[config.mk]
export PLATFORM = sky130hd
export DESIGN_NAME = lif_neuron
export DESIGN_NICKNAME = d
export VERILOG_FILES = /design/src/rtl/snn_pkg.sv /design/src/rtl/refrac_timer.sv /design/src/rtl/lif_neuron.sv
export SDC_FILE = /design/constraint.sdc
export NUM_CORES = 1
export LEC_CHECK = 0
export ABC_AREA = 1
export CAP_MARGIN = 25
export CORE_MARGIN = 2
export CORE_UTILIZATION = 50
export CTS_CLUSTER_DIAMETER = 100
export DETAILED_ROUTE_END_ITERATION = 12
export HOLD_SLACK_MARGIN = 0.12
export PLACE_DENSITY = 0.79
export SKIP_LAST_GASP = 1
export SLEW_MARGIN = 20
export SYNTH_ARGS = -nofsm -noshare
export SYNTH_HDL_FRONTEND = slang
export SYNTH_SLANG_ARGS = --single-unit
[constraint.sdc]
create_clock -name clk -period 3.1 [get_ports clk]
set_input_delay 0.31 -clock clk [delete_from_list [all_inputs] [get_ports clk]]
set_output_delay 0.31 -clock clk [all_outputs]
set_load 0.02 [all_outputs]
[src/rtl/snn_pkg.sv]
// Shared definitions for the spiking-neuron blocks (LIF neuron and STDP learner).
package snn_pkg;

  localparam logic [0:0] ST_INTEGRATE = 1'b0;
  localparam logic [0:0] ST_REFRACT   = 1'b1;

  // The STDP weight output and the neuron weight input must agree on this width.
  localparam int SNN_W_WIDTH = 8;
  localparam int SPIKE_CNT_W = 16;

  function automatic logic [SPIKE_CNT_W-1:0] sat_inc(input logic [SPIKE_CNT_W-1:0] c);
    return (c == '1) ? c : c + 1'b1;
  endfunction

endpackage

[src/rtl/refrac_timer.sv]
// Refractory countdown: loads REFRAC_CYCLES-1 on a spike, counts down on enabled cycles.
module refrac_timer
  import snn_pkg::*;
#(
  parameter int REFRAC_CYCLES = 4
) (
  input  logic clk,
  input  logic rst_n,
  input  logic load,
  input  logic run,
  output logic done
);

  localparam int CW = (REFRAC_CYCLES > 1) ? $clog2(REFRAC_CYCLES) : 1;
  localparam logic [CW-1:0] LOAD_VAL = CW'(REFRAC_CYCLES - 1);

  logic [CW-1:0] cnt;

  // NOTE: reset is sampled on the clock edge, so it sits inside the clocked block
  // and is not in the sensitivity list.
  always_ff @(posedge clk) begin
    if (!rst_n) begin
      cnt <= '0;
    end else if (load) begin
      cnt <= LOAD_VAL;
    end else if (run && cnt != '0) begin
      cnt <= cnt - 1'b1;
    end
  end

  assign done = (cnt == '0);

endmodule

[src/rtl/lif_neuron.sv]
// Leaky integrate-and-fire neuron with shift leak, saturating integration and refractory period.
module lif_neuron
  import snn_pkg::*;
#(
  parameter int V_WIDTH       = 12,
  parameter int W_WIDTH       = SNN_W_WIDTH,
  parameter int THRESHOLD     = 200,
  parameter int LEAK_SHIFT    = 3,
  parameter int REFRAC_CYCLES = 4
) (
  input  logic                   clk,
  input  logic                   rst_n,
  input  logic                   en,
  input  logic                   pre_spike,
  input  logic [W_WIDTH-1:0]     weight,
  output logic                   post_spike,
  output logic [V_WIDTH-1:0]     membrane,
  output logic                   refractory,
  output logic [SPIKE_CNT_W-1:0] spike_count
);

  localparam logic [V_WIDTH-1:0] TH_V = V_WIDTH'(THRESHOLD);

  logic [0:0]         state;
  logic [V_WIDTH-1:0] leak_raw, leak, in_v, v_next;
  logic [V_WIDTH:0]   sum;
  logic               fire, t_done;

  // NOTE: every combinational output gets a default first so no path leaves
  // it unassigned, which would otherwise infer a latch.
  always_comb begin
    leak_raw = membrane >> LEAK_SHIFT;
    leak     = '0;
    if (membrane != '0) leak = (leak_raw == '0) ? V_WIDTH'(1) : leak_raw;
    in_v = pre_spike ? V_WIDTH'(weight) : '0;
    // v - leak never underflows, so one extra bit captures any overflow from the add.
    sum    = {1'b0, membrane} - {1'b0, leak} + {1'b0, in_v};
    v_next = sum[V_WIDTH] ? '1 : sum[V_WIDTH-1:0];
    fire   = (state == ST_INTEGRATE) && (v_next >= TH_V);
  end

  refrac_timer #(.REFRAC_CYCLES(REFRAC_CYCLES)) u_timer (
    .clk   (clk),
    .rst_n (rst_n),
    .load  (en && fire),
    .run   (en && state == ST_REFRACT),
    .done  (t_done)
  );

  always_ff @(posedge clk) begin
    if (!rst_n) begin
      state       <= ST_INTEGRATE;
      membrane    <= '0;
      post_spike  <= 1'b0;
      spike_count <= '0;
    end else if (!en) begin
      post_spike <= 1'b0;
    end else if (state == ST_INTEGRATE) begin
      if (fire) begin
        post_spike  <= 1'b1;
        membrane    <= '0;
        state       <= ST_REFRACT;
        spike_count <= sat_inc(spike_count);
      end else begin
        post_spike <= 1'b0;
        membrane   <= v_next;
      end
    end else begin
      // Incoming spikes are dropped while refractory.
      post_spike <= 1'b0;
      membrane   <= '0;
      if (t_done) state <= ST_INTEGRATE;
    end
  end

  assign refractory = (state == ST_REFRACT);

endmodule
Word level (Yosys, flattened, before mapping)
Index checks and enable logic that the tools add are counted.
Operators by class
  $add $sub $neg: 4
  order comparisons: 1
  equality and inequality tests: 1
  muxes and demuxes: 11
  bitwise logic cells: 4
  reductions and logical operators: 11
Operator list (count)
  two-way mux 12 bit: 4
  adder 16 x 1 -> 16 bit (second input constant): 1
  == test 16 bit (second input constant): 1
  adder 13 x 8 -> 13 bit: 1
  subtractor 12 x 12 -> 13 bit: 1
  greater-or-equal comparator 12 x 8 -> 1 bit (second input constant): 1
  logical NOT 12 bit: 1
  nonzero test 12 bit: 1
  two-way mux 9 bit: 1
  two-way mux 8 bit: 1
  logical AND 1 bit: 4
  two-way mux 2 bit: 2
  inverter 1 bit: 4
  AND reduction 4 bit: 1
  nonzero test 2 bit: 2
  two-way mux 1 bit: 3
  OR reduction 3 bit: 1
  logical NOT 2 bit: 1
  subtractor 2 x 1 -> 2 bit (second input constant): 1
Storage, ports and cells
  register bits: 32
  input port bits: 12
  output and inout bits: 30

Logic depth before layout (Yosys ltp)
  depth after elaboration: 10
  gate-level depth with buffers: 26

Cells and area by module
From an unflattened synthesis, not the netlist that was laid out.
Unflattened totals
  cells, all modules: 439
  area, all modules: 2797.7 µm²
Modules (own cells, without submodules)
  lif_neuron: times used 1, cells an instance 421, area each 2673.8 µm²
  refrac_timer: times used 1, cells an instance 18, area each 123.9 µm²

Worst setup path after synthesis
OpenSTA, ideal clock, no wires.
  path kind: reg-to-reg
  start point: reg membrane[9]
  end point: reg spike_count[5]
  setup time: 0.142 ns
  arrival: 3.178 ns
  data required time: 2.958 ns
  slack: -0.220 ns
  cell stages (with the launch flop): 25
  path buffers: 1
  path through: dfxtp_1 > inv_1 > ha_1 > nand3_1 > nor2_1 > nor2_1 > nor2_1 > ha_1 > inv_1 > ha_1 > inv_1 > fa_1 > inv_1 > nand3_1 > nand3_2 > nand3_1 > nand4_1 > nand2_4 > o21ai_1 > nand2_1 > nand2_4 > nand3_4 > buf_12 > nand2_2 > a21oi_2
On the way
  longest elaborated chain between the ends: 9
Ends and longest elaborated chain
  from (decl): line lif_neuron.sv:17  | output logic [V_WIDTH-1:0] membrane,
  from (signal assigned): line lif_neuron.sv:66  | membrane <= v_next;
  logical NOT 12 bit: line lif_neuron.sv:34  | if (membrane != '0) leak = (leak_raw == '0) ? V_WIDTH'(1) : leak_raw;
  two-way mux 9 bit: line lif_neuron.sv:34
  two-way mux 12 bit: line lif_neuron.sv:34
  subtractor 12 x 12 -> 13 bit (*): line lif_neuron.sv:37  | sum = {1'b0, membrane} - {1'b0, leak} + {1'b0, in_v};
  adder 13 x 8 -> 13 bit (*): line lif_neuron.sv:37
  two-way mux 12 bit (*): line lif_neuron.sv:38  | v_next = sum[V_WIDTH] ? '1 : sum[V_WIDTH-1:0];
  greater-or-equal comparator 12 x 8 -> 1 bit (*): line lif_neuron.sv:39  | fire = (state == ST_INTEGRATE) && (v_next >= TH_V);
  logical AND 1 bit (*): line lif_neuron.sv:39
  AND reduction 4 bit (no line) (*)
  to (signal assigned): line lif_neuron.sv:63  | spike_count <= sat_inc(spike_count);
  to (decl): line lif_neuron.sv:19  | output logic [SPIKE_CNT_W-1:0] spike_count
Every way passes the cells marked *; elsewhere a longest branch is shown, timed or not.
A chain may end at the register's enable or synchronous reset.

Worst setup path in the final report
  start point: reg membrane[5]
  end point: reg membrane[0]
On the way
  longest elaborated chain between the ends: 10
Ends and longest elaborated chain
  logical NOT 12 bit: line lif_neuron.sv:34
  two-way mux 9 bit: line lif_neuron.sv:34
  two-way mux 12 bit: line lif_neuron.sv:34
  subtractor 12 x 12 -> 13 bit (*): line lif_neuron.sv:37
  adder 13 x 8 -> 13 bit (*): line lif_neuron.sv:37
  two-way mux 12 bit (*): line lif_neuron.sv:38
  greater-or-equal comparator 12 x 8 -> 1 bit: line lif_neuron.sv:39
  logical AND 1 bit: line lif_neuron.sv:39
  two-way mux 12 bit (*): line lif_neuron.sv:59  | if (fire) begin
  two-way mux 12 bit (*): line lif_neuron.sv:58  | end else if (state == ST_INTEGRATE) begin
Marks and branches as above.

==> results.py <==
metrics = {
    "outcome": {
        "status": "complete, but fails checks",
        "violations": "negative setup slack",
    },
    "critical_path": {
        "cp_cell_sequence": "nor3_4 -> nand3_4 -> nor2_4 -> buf_4 -> nor2_2 -> fa_1 -> inv_1 -> ha_4 -> nand2_2 -> inv_1 -> nand2_1 -> nand2_1 -> nand2_1 -> nand4_1 -> nand2_4 -> nand3_4 -> nor2_4 -> buf_4 -> buf_4 -> nand3_4 -> o21ai_2",
        "cp_slowest_cell": "fa_1",
        "critical_path_class": "reg2reg",
        "cp.arrival_ps": 3560,
        "crit_fanout": 8,
        "end_kind": "flop",
        "required_ps": 3320,
        "critical_path.startpoint_type": "flop",
        "max_stage_delay_ps": 490,
    },
    "power_and_ir_drop": {
        "power_density_nw_per_um2": 305.5,
        "switching_share_pct": 32.81,
        "p_sw_mw": 0.3966,
        "p_int_mw": 0.8121,
        "power_frac_clock_pct": 32.9,
        "p_leak_nw": 1.769,
        "p_comb_share_pct": 31.8,
        "p_seq_share_pct": 35.3,
        "ir_worst_vdd_uv": 311.3,
        "p_total_mw": 1.209,
    },
    "synth": {
        "ys_seq_area_share_pct": 22.98,
        "ys_ff_latch": 32,
        "async_flop_share_pct": 0,
        "ys_warn_count": 0,
        "synth_edf_count": 0,
        "syn-num-nets": 456,
        "syn_inst": 418,
        "ys_dominant_reg_cell": "dfxtp_1",
        "ys_types": 31,
        "avgSynthCellArea_um2": 6.669,
        "syn_area_um2": 2788,
    },
    "cts": {
        "cts_made_buffers": 5,
        "clk-insertion-delay-late_ps": 280,
        "cts_tree": "built",
        "htreeDepth": 2,
        "clockBufferDepth": 2,
        "cts_sinks": 32,
        "path_clk_slew_ps": 70,
        "clk_root_buffer_cell": "clkbuf_8",
    },
    "timing": {
        "worstMarginPinSlew_ps": 698.7,
        "layout_min_cycle_time_ps": 3338,
        "setup_ws_ps": -238.1,
        "skew_ps": 8.933,
        "rsz0062_at_grt": "yes",
        "maxSlewHeadroom_pct": 53.31,
        "setup_viol": 28,
        "period_share_pct": 107.7,
        "fmax_mhz": 299.6,
        "slew_violations": 0,
        "finalHoldViolCount": 0,
        "timing.setup.tns_ps": -5711,
    },
    "global_route": {
        "grt-ovfl-total": 0,
        "antenna_found_initial": 0,
        "grt_pass1_wl_mm": 13.12,
        "grt_pass1_vias": 2912,
        "track_usage_pct": 26.80,
        "grt_max_degree": 21,
    },
    "placement": {
        "gp_congestion": 0.8990,
        "io_buffers": 41,
        "place_hpwl_mm": 5.837,
    },
    "detailed_routing": {
        "initialDrtViolationCount": 199,
        "route.detailed.drc": 0,
        "routed_wl_mm": 8.278,
        "wl_per_cell_um": 14.42,
        "drtAntennaViolNets": 0,
        "drtPass1Iterations": 5,
        "num_vias": 3073,
        "drt-vias-per-instance": 5.354,
    },
    "finish": {
        "final_common_cell": "nand2_1",
        "syn_to_final_growth_pct": 41.92,
        "final_cell_mix": "84 x nand2_1, 72 x inv_1, 44 x buf_4",
        "finalNetCount": 539,
        "final_layout_size_suffix_gt1_share_pct": 28.09,
        "num_antenna_cells": 0,
    },
    "floorplanning": {
        "start_util_pct": 51.25,
        "die_x_um": 78.67,
        "rows": 27,
        "dieArea_um2": 6189,
        "core-area_um2": 5439,
        "io_pins": 42,
        "die_y_um": 78.67,
    },
    "min_path": {
        "min_path_type": "reg2reg",
    },
    "flow_run": {
        "max-cap-violations": 0,
    },
}
cell usage after synthesis, types with 3 or more instances:
library cell	number	share of area [%]
inv_1	79	11
xor2_1	13	4.1
nand4_1	23	5.2
clkbuf_1	11	1.5
o22ai_1	7	1.6
nand3_2	3	1.1
nor3_1	5	0.90
nand2_1	98	13
nand2_2	11	2.5
a21oi_1	9	1.6
nor2_1	36	4.8
o21ai_0	10	1.8
nand3_1	26	4.7
dfxtp_1	32	23
ha_1	18	8.1
fa_1	8	5.7
a21oi_2	9	2.8
xnor2_1	3	0.94
cell families (layout without fill, tap and decap cells):
| group | count (synthesis) | count (layout) | synth area share (%) |
|---|---|---|---|
| fa+ha+maj | 26 | 26 | 13.82 |
| simple gates | 212 | 213 | 36.18 |
| buf+inv | 93 | 176 | 13.24 |
| flops | 32 | 32 | 22.98 |
| compound gates | 39 | 39 | 8.752 |
| xor+xnor | 16 | 16 | 5.027 |
layer usage:
layer / GRT usage [%] / up-vias / wire (µm)
met4: 6.842 / 0 / 154
met5: 0 / - / 0
met2: 47.09 / 138 / 4079
li1: - / 1496 / -
met1: 34.21 / 1418 / 3489
met3: 4.023 / 21 / 555
through the flow:
stage	util (%)	cells	hold slack, ps	worst slack, ps	cell area [µm²]
finish	72.74	574	491.6	-238.1	3956
global route	72.74	574	512.6	-473.3	3956
CTS	70.26	571	494.3	-129.3	3821
detailed placement	65.84	557	476.7	-381.6	3581
global placement	65.84	557	471.8	-297.8	3581
floorplan	-	418	456.8	-9.003	2856
power by group through the flow:
stage / Combinational, mW / Sequential, mW / Clock, mW
finish: 0.384 / 0.427 / 0.398
global route: 0.422 / 0.428 / 0.414
CTS: 0.346 / 0.427 / 0.401
floorplan: 0.221 / 0.441 / 0
global placement: 0.317 / 0.436 / 0
detailed placement: 0.324 / 0.436 / 0
worst max-delay path, delay by kind of cell (launching register included):
family,cells,cell delay [ps]
adder cells (fa/ha/maj),2,760
AO/OA/AOI/OAI,1,170
AND/OR/NAND/NOR,13,1520
buffers and inverters,5,460
flip-flops,1,360
repair_timing:
item                       4_1_cts  5_1_grt
setup endpoints to repair       28       28
buffers inserted                 4        3
pin swaps                       22       20
resized for setup               20       31
hold buffers                     0        0
cloned                           2        0
path summary, 6_finish.rpt:
check | start | to | slack (ps) | depth (start not counted)
max | membrane[5] | membrane[0] | -240 | 21
min | spike_count[15] | spike_count[15] | 490 | 2
max reg2reg | membrane[5] | membrane[0] | -240 | 21
min reg2reg | spike_count[15] | spike_count[15] | 490 | 2
cell type report:
| type | instances | area, µm² |
|---|---|---|
| Timing Repair Buffer | 88 | 774.5 |
| Fill cell | 415 | 1483 |
| Clock inverter | 2 | 35.03 |
| Clock buffer | 6 | 72.57 |
| Tap cell | 72 | 90.09 |
| Sequential cell | 32 | 654.4 |
| Inverter | 80 | 302.8 |
| Multi-Input combinational cell | 294 | 2027 |
flip-flops by register name, summed over array words and instances, names as in the netlist:
register and cells:
spike_count 16, membrane 12, u_timer.cnt 2, post_spike 1, refractory 1
Power figures use the tool's default switching activity.
